`config.mk`:
```
export PLATFORM = sky130hd
export DESIGN_NAME = vram_arbiter
export DESIGN_NICKNAME = d
export VERILOG_FILES = /design/src/rtl/vram_arbiter.sv
export SDC_FILE = /design/constraint.sdc
export NUM_CORES = 1
export LEC_CHECK = 0
export ABC_AREA = 1
export CORE_MARGIN = 10
export CORE_UTILIZATION = 37
export DETAILED_ROUTE_END_ITERATION = 8
export HOLD_SLACK_MARGIN = 0.08
export PLACE_DENSITY_LB_ADDON = 0.12
export SLEW_MARGIN = 0
export SYNTH_ARGS = -nofsm -noshare
export SYNTH_HDL_FRONTEND = slang
export SYNTH_SLANG_ARGS = --single-unit
```
`constraint.sdc`:
```
create_clock -name clk -period 1.7 [get_ports clk]
set_input_delay 0.34 -clock clk [delete_from_list [all_inputs] [get_ports clk]]
set_output_delay 0.34 -clock clk [all_outputs]
set_load 0.005 [all_outputs]
```
`src/rtl/vram_arbiter.sv`:
```
// Slot-based VRAM arbiter: a 4-slot frame shared between display fetch, CPU and DMA.
// Every grant runs through a fixed 3-stage pipeline, so each access acks 3 cycles after its grant.
module vram_arbiter #(
  parameter int AW = 14
) (
  input  logic          clk,
  input  logic          reset_n,
  input  logic          vid_en,
  input  logic          vid_sync,
  input  logic [AW-1:0] vid_addr,
  output logic          vid_valid,
  input  logic          cpu_req,
  input  logic          cpu_we,
  input  logic [AW-1:0] cpu_addr,
  input  logic [7:0]    cpu_din,
  output logic [7:0]    cpu_dout,
  output logic          cpu_ack,
  input  logic          dma_req,
  input  logic          dma_we,
  input  logic [AW-1:0] dma_addr,
  input  logic [7:0]    dma_din,
  output logic [7:0]    dma_dout,
  output logic          dma_ack,
  output logic [AW-1:0] mem_addr,
  output logic          mem_we,
  output logic [7:0]    mem_din,
  input  logic [7:0]    mem_dout
);

  localparam logic [1:0] OWN_NONE = 2'd0;
  localparam logic [1:0] OWN_VID  = 2'd1;
  localparam logic [1:0] OWN_CPU  = 2'd2;
  localparam logic [1:0] OWN_DMA  = 2'd3;

  logic [1:0]    slot_q, slot_d;
  logic          rr_q, rr_d;
  logic          cpuPend_q, cpuPend_d;
  logic          dmaPend_q, dmaPend_d;
  logic [1:0]    own1_q, own2_q;
  logic          we1_q, we2_q;
  logic [AW-1:0] memAddr_q, memAddr_d;
  logic          memWe_q, memWe_d;
  logic [7:0]    memDin_q, memDin_d;
  logic          vidValid_q;
  logic          cpuAck_q, dmaAck_q;
  logic [7:0]    cpuDout_q, dmaDout_q;
  logic [1:0]    grant;
  logic          cpuElig, dmaElig, sharedSlot;

  assign cpuElig    = cpu_req & ~cpuPend_q;
  assign dmaElig    = dma_req & ~dmaPend_q;
  assign sharedSlot = (slot_q == 2'd3) || ((slot_q == 2'd0) && !vid_en);

  // rr=0 favours DMA on a contended shared slot, rr=1 favours CPU; it flips only on contention.
  always_comb begin
    grant = OWN_NONE;
    rr_d  = rr_q;
    if ((slot_q == 2'd0) && vid_en) begin
      grant = OWN_VID;
    end else if (sharedSlot) begin
      if (cpuElig && dmaElig) begin
        grant = rr_q ? OWN_CPU : OWN_DMA;
        rr_d  = ~rr_q;
      end else if (cpuElig) begin
        grant = OWN_CPU;
      end else if (dmaElig) begin
        grant = OWN_DMA;
      end
    end else if (slot_q == 2'd1) begin
      if (cpuElig)      grant = OWN_CPU;
      else if (dmaElig) grant = OWN_DMA;
    end else begin
      if (dmaElig)      grant = OWN_DMA;
      else if (cpuElig) grant = OWN_CPU;
    end
  end

  always_comb begin
    memAddr_d = memAddr_q;
    memDin_d  = memDin_q;
    memWe_d   = 1'b0;
    case (grant)
      OWN_VID: memAddr_d = vid_addr;
      OWN_CPU: begin
        memAddr_d = cpu_addr;
        memDin_d  = cpu_din;
        memWe_d   = cpu_we;
      end
      OWN_DMA: begin
        memAddr_d = dma_addr;
        memDin_d  = dma_din;
        memWe_d   = dma_we;
      end
      OWN_NONE: ;
    endcase
  end

  // A pending flag drops as its ack is registered, so the requester is eligible in the ack cycle.
  assign slot_d    = vid_sync ? 2'd0 : slot_q + 2'd1;
  assign cpuPend_d = (cpuPend_q && (own2_q != OWN_CPU)) || (grant == OWN_CPU);
  assign dmaPend_d = (dmaPend_q && (own2_q != OWN_DMA)) || (grant == OWN_DMA);

  always_ff @(posedge clk or negedge reset_n) begin
    if (!reset_n) begin
      slot_q     <= 2'd0;
      rr_q       <= 1'b0;
      cpuPend_q  <= 1'b0;
      dmaPend_q  <= 1'b0;
      own1_q     <= OWN_NONE;
      own2_q     <= OWN_NONE;
      we1_q      <= 1'b0;
      we2_q      <= 1'b0;
      memAddr_q  <= '0;
      memWe_q    <= 1'b0;
      memDin_q   <= 8'h00;
      vidValid_q <= 1'b0;
      cpuAck_q   <= 1'b0;
      dmaAck_q   <= 1'b0;
      cpuDout_q  <= 8'h00;
      dmaDout_q  <= 8'h00;
    end else begin
      slot_q     <= slot_d;
      rr_q       <= rr_d;
      cpuPend_q  <= cpuPend_d;
      dmaPend_q  <= dmaPend_d;
      own1_q     <= grant;
      we1_q      <= memWe_d;
      own2_q     <= own1_q;
      we2_q      <= we1_q;
      memAddr_q  <= memAddr_d;
      memWe_q    <= memWe_d;
      memDin_q   <= memDin_d;
      vidValid_q <= (own1_q == OWN_VID);
      cpuAck_q   <= (own2_q == OWN_CPU);
      dmaAck_q   <= (own2_q == OWN_DMA);
      if ((own2_q == OWN_CPU) && !we2_q) cpuDout_q <= mem_dout;
      if ((own2_q == OWN_DMA) && !we2_q) dmaDout_q <= mem_dout;
    end
  end

  assign mem_addr  = memAddr_q;
  assign mem_we    = memWe_q;
  assign mem_din   = memDin_q;
  assign vid_valid = vidValid_q;
  assign cpu_ack   = cpuAck_q;
  assign dma_ack   = dmaAck_q;
  assign cpu_dout  = cpuDout_q;
  assign dma_dout  = dmaDout_q;

endmodule
```
After elaboration in Yosys (flattened, before gate mapping)
Index checks and enable logic that the tools add are counted.
Storage, ports and cells
  register bits after elaboration: 52
  output and inout bits: 42
Cells by class
  $add $sub $neg: 1
  equality and inequality tests: 10
  muxes and demuxes: 13
  bitwise operators: 6
  reduce and logical (&&, ||, !) cells: 16
Operators by type and width (count)
  case mux 14 bit (3 select lines): 1
  two-way mux 2 bit: 9
  case mux 8 bit (2 select lines): 1
  == test 2 bit, second input constant: 5
  logical AND 1 bit: 7
  == test 2 x 1 -> 1 bit, second input constant: 3
  != test 2 bit, second input constant: 2
  NOT 1 bit: 4
  logical OR 1 bit: 3
  AND reduction 3 bit: 1
  nonzero test 3 bit: 1
  adder 2 x 1 -> 2 bit, second input constant: 1
  AND 1 bit: 2
  zero test 1 bit: 2
  zero test 2 bit: 1
  case mux 1 bit (2 select lines): 1
  nonzero test 2 bit: 1
  two-way mux 1 bit: 1

Longest topological paths before layout
Gate-level depths: netlist (run 1).
  word-level depth: 9
  depth in mapped cells: 12
  depth with buffers taken out: 11

Worst setup path after synthesis (run 1)
OpenSTA, ideal clock, no wires.
  path kind: reg-to-reg
  start: reg slot_q[0]
  end: reg memAddr_q[12], in the netlist mem_addr[12]
  data arrival time: 1.442 ns
  data required time: 1.587 ns
  slack: 0.146 ns
  stages on the path, launching flop included: 12
  period minus slack after synthesis: 1.554 ns
  cells stage by stage: dfrtp_1 inv_1 ha_1 nand2_4 inv_4 a21oi_4 inv_2 buf_2 o21ai_1 nand3_1 nand2_1 inv_1
On the way
  longest elaborated chain between the ends: 7
Ends and longest elaborated chain
  start, declared: line 35  | logic [1:0] slot_q, slot_d;
  start signal, assigned: line 122  | slot_q <= slot_d;
  zero test 2 bit: line 52, 58
  logical AND 1 bit: line 52  | assign sharedSlot = (slot_q == 2'd3) || ((slot_q == 2'd0) && !vid_en);
  logical OR 1 bit: line 52
  two-way mux 2 bit: line 60  | end else if (sharedSlot) begin
  two-way mux 2 bit *: line 58  | if ((slot_q == 2'd0) && vid_en) begin
  via grant[1]: line 47  | logic [1:0] grant;
  == test 2 bit / == test 2 x 1 -> 1 bit (equally long branches): line 82  | case (grant)
  case mux 14 bit (3 select lines) / nonzero test 3 bit (equally long branches)
  end signal, assigned: line 130  | memAddr_q <= memAddr_d;
  end, declared: line 41  | logic [AW-1:0] memAddr_q, memAddr_d;
Mark *: on every way through the listed nets, which the timed path passes. The rest lies on a longest branch.
A chain may end at the register's enable or synchronous reset.

Worst setup path in the final report (run 1)
  start: reg slot_q[0]
  end: reg memDin_q[4], in the netlist mem_din[4]
On the way
  longest elaborated chain between the ends: 7
Ends and longest elaborated chain
  zero test 2 bit: line 52, 58
  logical AND 1 bit: line 52
  logical OR 1 bit: line 52
  two-way mux 2 bit: line 60
  two-way mux 2 bit *: line 58
  via grant[1]: line 47
  == test 2 bit: line 82
  case mux 8 bit (2 select lines) / nonzero test 2 bit (equally long branches)
  end signal, assigned: line 132  | memDin_q <= memDin_d;
  end, declared: line 43  | logic [7:0] memDin_q, memDin_d;
Marks and branches as above.

==> run_results.csv, run 1 <==
group,metric,value,unit
floorplan,chipWidth,102,um
layout,antenna_cells,0,
sta,tightest_slew,0.466,ns
sta,fin_worst_skew,0.00473,ns
layout,syn2layout_area_growth,61.2,%
drt,drt_first_pass_iters,4,
power_and_ir_drop,power_leakage,0.00193,uW
sta,hold_viol_final,0,
floorplan,start_util,38.7,%
global_routing,grt_overflow,0,
floorplan,row_count,29,
yosys,synth_top_family_by_area,"simple AND/OR/NAND/NOR gates",
power_and_ir_drop,peakVddDrop,0.353,mV
clock_network,cts_buffers,5,
layout,fill_cells,566,
clock_network,insertion_delay,0.30,ns
layout,fin_nets,517,
yosys,synth.area.top_cells,"dfrtp_1 (52%), nand2_1 (11%), nor2_1 (7.4%)",
layout,drive_above_1_share,12.5,%
yosys,syn_area_per_cell,7.96,um2
setup_path,reg2reg_to,"mem_din[4]",
drt,via_per_inst,4.59,
clock_network,cts_tree,"built",
setup_path,r2r_slack,0.12,ns
yosys,synth-edff-count,0,
drt,ant_nets,0,
power_and_ir_drop,power.density,662,mW/mm2
yosys,synth-xor-area-share,0.352,%
floorplan,die_h,102,um
yosys,synth_nets,389,
min_path,min_path_cells,0,
setup_path,critical_path_peak_fanout,9,
yosys,synth_most_common_cell,"nand2_1",
sta,fmaxAchievable,635,MHz
setup_path,endpoint_kind,"register",
min_path,hp-class,"register to register",
place,io_buffers,115,
sta,period_share,92.7,%
floorplan,die_area,0.0104,mm2
yosys,syn_inst,312,
place,gp_congestion,0.784,
clock_network,clock_sinks,52,
yosys,yosysWarningCount,0,
clock_network,clock-root-buffer,"clkbuf_8",
place,post_dp_cell_area,0.00383,mm2
yosys,ys_seq_elements,52,
yosys,synthAdderAreaFrac,1.51,%
sta,slew_headroom,68.8,%
yosys,seq_area_frac_synth,52.4,%
sta,finalMaxSlewViolations,0,
drt,drc,0,
sta,period_needed,1.58,ns
yosys,synth_mux_area_share,0,%
setup_path,cp.arrival,1.82,ns
setup_path,crit_path_start_kind,"register",
global_routing,grt_pass1_vias,2344,
power_and_ir_drop,fin_total_pwr,2650,uW
setup_path,critPathKind,"register to register",
yosys,synth-simple-area-share,30.7,%
setup_path,ff2ff_path_depth,10,
yosys,syn_area,0.00248,mm2
min_path,whs_endpoint,"we2_q",
drt,drt_iter0_drc,53,
flow_run,maxCapViolCount,0,
global_routing,grtUsageTotal,13.9,%
yosys,synth-compound-area-share,5.74,%
setup_path,crit_required,1.95,ns
sta,setup_violations,0,
setup_path,reg2reg_from,"slot_q[0]",
sta,grt_setup_unrepaired,"no",
global_routing,grt_pass1_wl,11.5,mm
yosys,synth_area_leader_cell,"dfrtp_1",
drt,routed_wl,7.39,mm
global_routing,antenna_found_initial,0,
run_status,status,"finished clean",
floorplan,boundaryPins,116,
yosys,yosysUniqueCellTypes,25,
place,dpl.hpwl,5.58,mm
drt,wl_per_cell,14.3,um
layout,stdcell_area,0.00401,mm2
yosys,synth.top_cells.by_count,"nand2_1 (70), dfrtp_1 (52), nor2_1 (49)",
clock_network,clk_pin_slew,0.10,ns
min_path,hold_start,"mem_we",
drt,dr_total_vias,2377,
yosys,ys.flop_type,"dfrtp_1",
clock_network,cts_buffer_depth,2,
yosys,synth_top_cell_area_share,52.4,%
yosys,ys_async_sr_fraction,100,%
clock_network,htreeDepth,2,
floorplan,core,0.00642,mm2
global_routing,grt_max_degree,53,
metrics by stage:
stage	std cells	TNS (ns)	utilization [%]	setup slack [ns]	hold slack (ns)
finish	518	0	62.4	0.124	0.385
global route	518	0	62.4	0.00338	0.402
CTS	515	0	61.2	0.0695	0.391
detailed placement	506	-1.32	59.7	-0.0842	0.355
global placement	506	-0.644	59.7	-0.0568	0.357
floorplan	312	0	-	0.146	0.0444
layer usage:
layer	global-route usage (%)	vias up	part of all wire, %
li1	-	1211	-
met1	16.1	1073	40
met4	3.36	0	0.88
met2	23.4	87	49
met3	5.67	6	9.7
met5	0	-	0
worst max path at each step:
| stage | end | start | depth (start not counted) | slack, ns |
|---|---|---|---|---|
| 6_report | mem_din[4] | slot_q[0] | 10 | 0.12 |
| 5_1_grt | mem_addr[4] | slot_q[0] | 11 | 0.003 |
| 4_1_cts | mem_addr[3] | slot_q[0] | 12 | 0.07 |
| 3_5_place_dp | mem_addr[3] | vid_en | 11 | -0.08 |
| 3_3_place_gp | mem_addr[10] | vid_en | 11 | -0.06 |
| 2_1_floorplan | mem_addr[12] | slot_q[0] | 11 | 0.15 |
critical path, stage by stage, from the launching register on:
cell and delay (ns):
dfrtp_1 0.42, inv_2 0.06, ha_4 0.17, nand2_4 0.09
inv_4 0.04, a21oi_4 0.18, nand3_4 0.11, buf_4 0.15
inv_2 0.14, nand2_1 0.08, nand3_1 0.07
cell families after synthesis:
logic type | count (synthesis)
and+or+nand+nor | 173
DFF | 52
buffers and inverters | 57
adders and majority gates | 3
xor gates and xnor gates | 1
AOI/OAI and AO/OA | 26
state kept, by name, summed over array words and instances, names as in the netlist, 2 cells and up:
signal / cells
mem_din: 8
own1_q: 2
dma_dout: 8
cpu_dout: 8
slot_q: 2
mem_addr: 14
own2_q: 2
placed cells by master (no fill, tap or decap), drive strengths merged:
cell	Yosys	routed
dfrtp	52	52
xnor2	1	1
ha	3	3
clkinv	0	1
nand2	74	74
buf	7	16
nor2	58	58
dlygate4sd3	0	1
clkdlybuf4s50	0	114
clkbuf	4	7
o22ai	1	1
nand3	39	39
o21ai	24	24
a21oi	1	1
nand4	1	1
clkinvlp	0	1
inv	46	46
or2	1	1
report_power, final:
group	internal, uW	leakage (uW)	total (uW)	switching, uW
sequential	1310	0.000591	1360	42.5
clock	294	0.0000414	712	418
combinational	359	0.00130	585	225
what timing repair did:
action | 4_1_cts | 5_1_grt
endpoints found under the hold margin | 52 | 0
resized for setup | 0 | 10
buffers inserted | 0 | 2
endpoints found under the setup margin | 0 | 17
hold buffers | 1 | 0
cell type report:
| class | instances | area, um2 | area share (%) |
|---|---|---|---|
| multi-input combinational | 203 | 987 | 24.6 |
| tap | 77 | 96.3 | 2.41 |
| clock buffer | 6 | 72.6 | 1.81 |
| clock inverter | 2 | 16.3 | 0.406 |
| sequential | 52 | 1300 | 32.5 |
| timing repair buffer | 132 | 1360 | 33.9 |
| inverter | 46 | 175 | 4.37 |
Note: power is estimated with default switching activity, not from simulation.
==> inputs of run 2 (changes only) <==
- CORE_UTILIZATION: 37 -> 38
- CTS_BUF_LIST: default -> sky130_fd_sc_hd__clkbuf_8
==> run 2 against run 1 <==
  * Fmax is 2.3% lower
  * Cell area is 0.59% lower
  * Final cell count is 0.39% lower
  * Critical endpoint is now mem_addr[0]
  * Largest power group unchanged
==> run_results.csv, run 2 (synthesis results as in run 1) <==
group,metric,value,unit
drt,routed_wl,7.36,mm
sta,fin_ws,0.0870,ns
layout,final_common_cell,"clkdlybuf4s50_1",
setup_path,critPathBufInv,2,
power_and_ir_drop,p_int,2000,uW
clock_network,clock-root-buffer,"clkbuf_8",
global_routing,grt_pass1_vias,2358,
clock_network,cts_buffer_depth,2,
place,gp_congestion,0.779,
power_and_ir_drop,combPwrFrac,21.9,%
setup_path,crit_path_start_kind,"register",
power_and_ir_drop,clkPwrFrac,27.1,%
power_and_ir_drop,switchingPower,666,uW
sta,fmaxAchievable,620,MHz
clock_network,htreeDepth,2,
floorplan,core,0.00635,mm2
sta,hold_viol_final,0,
floorplan,die_area,0.0102,mm2
min_path,hp-class,"register to register",
power_and_ir_drop,peakVddDrop,0.402,mV
sta,period_needed,1.61,ns
sta,fin_worst_skew,0.00791,ns
setup_path,crit_path_top_delay_cell,"dfrtp_1",
floorplan,start_util,39.1,%
global_routing,grtUsageTotal,14.2,%
sta,period_share,94.9,%
clock_network,clock_sinks,52,
place,dp_cells,505,
drt,dr_total_vias,2387,
flow_run,maxCapViolCount,0,
layout,drive_above_1_share,11.4,%
global_routing,grt_pass1_wl,11.8,mm
layout,antenna_cells,0,
drt,via_per_inst,4.63,
layout,final_cells,516,
power_and_ir_drop,fin_total_pwr,2660,uW
setup_path,endpoint_kind,"register",
sta,tightest_slew,0.454,ns
layout,syn2layout_area_growth,60.2,%
setup_path,cp_cell_sequence,"ha_1, inv_1, nand2_1, nand2_2, nand3_4, nand2_4, clkbuf_16, nand3_1, nand2_1, nor2_1, nor2_1",
layout,fill_cells,585,
clock_network,clk_pin_slew,0.09,ns
place,io_buffers,115,
layout,largest_reg_flops,14,
power_and_ir_drop,power.density,668,mW/mm2
clock_network,insertion_delay,0.30,ns
drt,drt_iter0_drc,55,
drt,ant_nets,0,
layout,layout_common_cells,"clkdlybuf4s50_1 (114), nand2_1 (68), dfrtp_1 (52)",
place,dpl.hpwl,5.66,mm
global_routing,grt_overflow,0,
floorplan,die_h,101,um
power_and_ir_drop,power_leakage,0.00192,uW
power_and_ir_drop,seq_power_share,51.0,%
sta,setup_violations,0,
place,place_ws,-0.0977,ns
sta,slew_headroom,69.7,%
clock_network,cts_buffers,5,
setup_path,critPathKind,"register to register",
clock_network,cts_tree,"built",
setup_path,cp.arrival,1.85,ns
global_routing,antenna_found_initial,0,
floorplan,row_count,29,
layout,fin_nets,515,
setup_path,cp_top_family,"simple AND/OR/NAND/NOR gates",
sta,finalMaxSlewViolations,0,
setup_path,crit_required,1.94,ns
run_status,status,"finished clean",
floorplan,boundaryPins,116,
setup_path,max_stage_delay,0.43,ns
drt,drc,0,
drt,drt_first_pass_iters,4,
drt,wl_per_cell,14.3,um
setup_path,critical_path_peak_fanout,8,
floorplan,chipWidth,101,um
global_routing,grt_max_degree,53,
sta,worst_hold_slack,0.387,ns
power_and_ir_drop,netSwitchingFraction,25.0,%
==> run 2: layout make-up <==
class	count	area [um2]	area share [%]
Clock buffer	6	82.6	2.07
Clock inverter	2	11.3	0.283
Inverter	46	175	4.40
Multi-Input combinational cell	203	982	24.7
Sequential cell	52	1300	32.7
Tap cell	77	96.3	2.42
Timing Repair Buffer	130	1330	33.5
==> run 2: path summary, 6_finish.rpt <==
check	slack, ns	end	startpoint	cells past startpoint
min reg2reg	0.39	we2_q	mem_we	0
min in group asynchronous	0.56	cpu_dout[2]	reset_n	3
max	0.09	mem_addr[0]	slot_q[0]	11
min	0.39	we2_q	mem_we	0
max in group asynchronous	0.91	cpu_dout[1]	reset_n	3
max reg2reg	0.09	mem_addr[0]	slot_q[0]	11
==> run 2: routing by layer <==
metal  vias up  wire, um  global-route usage (%)
met5         -         0                       0
met4         0       111                    4.67
met3        11       605                    5.14
met2        68      3760                    23.4
met1      1101      2880                    16.6
li1       1207         -                       -
==> run 2: timing repair <==
action,4_1_cts,5_1_grt
hold buffers,1,0
resized for setup,0,8
endpoints found under the setup margin,0,16
hold endpoints to repair,52,0
setup buffers,0,1
==> run 2: power by group through the flow <==
stage / combinational [uW] / clock (uW) / sequential, uW
finish: 583 / 722 / 1360
global route: 645 / 808 / 1370
CTS: 578 / 749 / 1360
detailed placement: 575 / 0 / 1380
global placement: 569 / 0 / 1380
floorplan: 168 / 0 / 1380
==> run 2: stage by stage <==
stage | cell area (um2) | utilization [%] | setup TNS [ns]
final | 3980 | 62.7 | 0
after global routing | 3980 | 62.7 | -0.355
after CTS | 3920 | 61.7 | 0
after detailed placement | 3810 | 60.0 | -1.44
after global placement | 3810 | 60.0 | -0.799
after floorplan | 2480 | - | 0
==> inputs of run 3 (changes only) <==
- CORE_ASPECT_RATIO: default -> 1.4
==> run 3 against run 2 <==
  * Sequential power is essentially flat
  * Setup slack gained 0.0043 ns
  * Fmax grew 0.27%
  * Combinational power grew 2%
  * First-iteration DRC count grew to 2.8 times the previous value
  * Sequential cell count is the same
  * Clock skew shrank 0.0011 ns
  * Non-clock buffer count grew 8
  * Final cell count grew 0.58%
  * Die area grew 0.45%
  * Critical endpoint is now mem_addr[7]
==> run_results.csv, run 3 (synthesis results as in run 1) <==
group,metric,value,unit
setup_path,crit_required,1.93,ns
power_and_ir_drop,peakVddDrop,0.492,mV
drt,drc,0,
layout,largest_reg_flops,14,
clock_network,cts_buffer_depth,2,
drt,ant_nets,0,
sta,setup_violations,0,
floorplan,start_util,39.5,%
floorplan,die_h,116,um
layout,antenna_cells,0,
setup_path,crit_path_start_kind,"primary input",
place,dp_cells,504,
global_routing,grt_overflow,0,
layout,final_common_cell,"clkdlybuf4s50_1",
layout,drive_above_1_share,13.9,%
clock_network,htreeDepth,2,
setup_path,critical_path_peak_fanout,6,
floorplan,die_area,0.0102,mm2
setup_path,crit_path_top_delay_cell,"clkdlybuf4s50_1",
clock_network,cts_buffers,5,
min_path,whs_endpoint,"own2_q[0]",
min_path,hp-class,"register to register",
global_routing,grt_max_degree,36,
drt,drt_iter0_drc,153,
global_routing,grt_pass1_vias,2321,
power_and_ir_drop,clkPwrFrac,27.2,%
min_path,hold_start,"own1_q[0]",
drt,wl_per_cell,14.5,um
place,dpl.hpwl,5.89,mm
sta,worst_hold_slack,0.377,ns
clock_network,clock-root-buffer,"clkbuf_8",
sta,finalMaxSlewViolations,0,
setup_path,endpoint_kind,"register",
place,io_buffers,115,
setup_path,reg2reg_to,"mem_addr[7]",
clock_network,clk_pin_slew,0.10,ns
setup_path,r2r_slack,0.10,ns
layout,fin_nets,523,
power_and_ir_drop,p_int,1970,uW
sta,fin_worst_skew,0.00679,ns
floorplan,core,0.00630,mm2
power_and_ir_drop,switchingPower,702,uW
run_status,status,"finished clean",
layout,layout_common_cells,"clkdlybuf4s50_1 (114), nand2_1 (69), dfrtp_1 (52)",
floorplan,row_count,34,
drt,dr_total_vias,2393,
setup_path,reg2reg_from,"slot_q[0]",
clock_network,insertion_delay,0.30,ns
layout,final_cells,519,
flow_run,maxCapViolCount,0,
power_and_ir_drop,combPwrFrac,22.2,%
global_routing,grtUsageTotal,14.0,%
setup_path,critPathKind,"primary input to register",
sta,slew_headroom,69.6,%
setup_path,max_stage_delay,0.55,ns
setup_path,cp_cell_sequence,"clkdlybuf4s50_1, nand2_2, a21oi_4, nand3_4, clkbuf_16, nor2_2, nor2_1, nor2_1",
sta,hold_viol_final,0,
clock_network,cts_tree,"built",
sta,fmaxAchievable,622,MHz
global_routing,grt_pass1_wl,11.4,mm
setup_path,cpMostUsedCell,"nor2_1",
sta,tightest_slew,0.455,ns
setup_path,cp.arrival,1.84,ns
global_routing,antenna_found_initial,0,
floorplan,chipWidth,88.3,um
power_and_ir_drop,netSwitchingFraction,26.2,%
floorplan,boundaryPins,116,
setup_path,ff2ff_path_depth,10,
place,gp_congestion,0.843,
sta,period_share,94.6,%
sta,period_needed,1.61,ns
layout,syn2layout_area_growth,62.5,%
power_and_ir_drop,seq_power_share,50.6,%
power_and_ir_drop,power_leakage,0.00196,uW
drt,drt_first_pass_iters,4,
clock_network,clock_sinks,52,
drt,routed_wl,7.50,mm
power_and_ir_drop,power.density,663,mW/mm2
drt,via_per_inst,4.61,
sta,fin_setup_tns,0,ns
min_path,min_path_cells,0,
run 3: metal layers:
metal  part of all wire, %  track usage, %  vias up
met2                    51            25.0       84
met4                   1.8            4.54        0
met3                   8.8            5.48        8
li1                      -               -     1226
met5                     0               0        -
met1                    38            14.7     1075
run 3: area by class of cell:
type | count | area, um2
Clock inverter | 3 | 22.5
Timing Repair Buffer | 138 | 1390
Multi-Input combinational cell | 203 | 987
Sequential cell | 52 | 1300
Tap cell | 72 | 90.1
Fill cell | 598 | 2260
Clock buffer | 5 | 68.8
Inverter | 46 | 180
run 3: worst max path at each step:
stage | startpoint | end | slack (ns) | cells after the start
CTS | slot_q[0] | dmaPend_q | 0.02 | 10
global route | slot_q[0] | mem_addr[4] | -0.01 | 10
detailed placement | vid_en | dmaPend_q | -0.13 | 9
finish | cpu_req | mem_addr[7] | 0.09 | 8
global placement | vid_en | dmaPend_q | -0.1 | 9
floorplan | slot_q[0] | mem_addr[12] | 0.15 | 11
run 3: repair_timing:
item	in CTS	in global routing
gates cloned	0	1
pin swaps	0	3
endpoints found under the setup margin	1	17
setup buffers	0	5
hold endpoints to repair	17	0
hold buffers	1	0
resized for setup	1	11
run 3: power by group through the flow:
stage                     combinational [uW]  sequential [uW]  clock (uW)
after floorplan                          168             1380           0
after global placement                   576             1380           0
after detailed placement                 582             1380           0
after CTS                                587             1350         748
after global routing                     656             1360         790
final                                    595             1350         728
run 3: critical path: cells and delay by family:
family                 cells  cell delay (ns)
buffers and inverters      2             0.75
AO/OA/AOI/OAI              1             0.26
AND/OR/NAND/NOR            5             0.48
run 3: per-stage QoR:
step / util [%] / total power [uW] / area, um2 / setup slack [ns]
floorplan: - / 1550 / 2480 / 0.146
global placement: 60.9 / 1950 / 3830 / -0.0967
detailed placement: 60.9 / 1960 / 3830 / -0.133
CTS: 62.6 / 2690 / 3940 / 0.0183
global route: 64.1 / 2810 / 4040 / -0.0143
finish: 64.1 / 2680 / 4040 / 0.0913
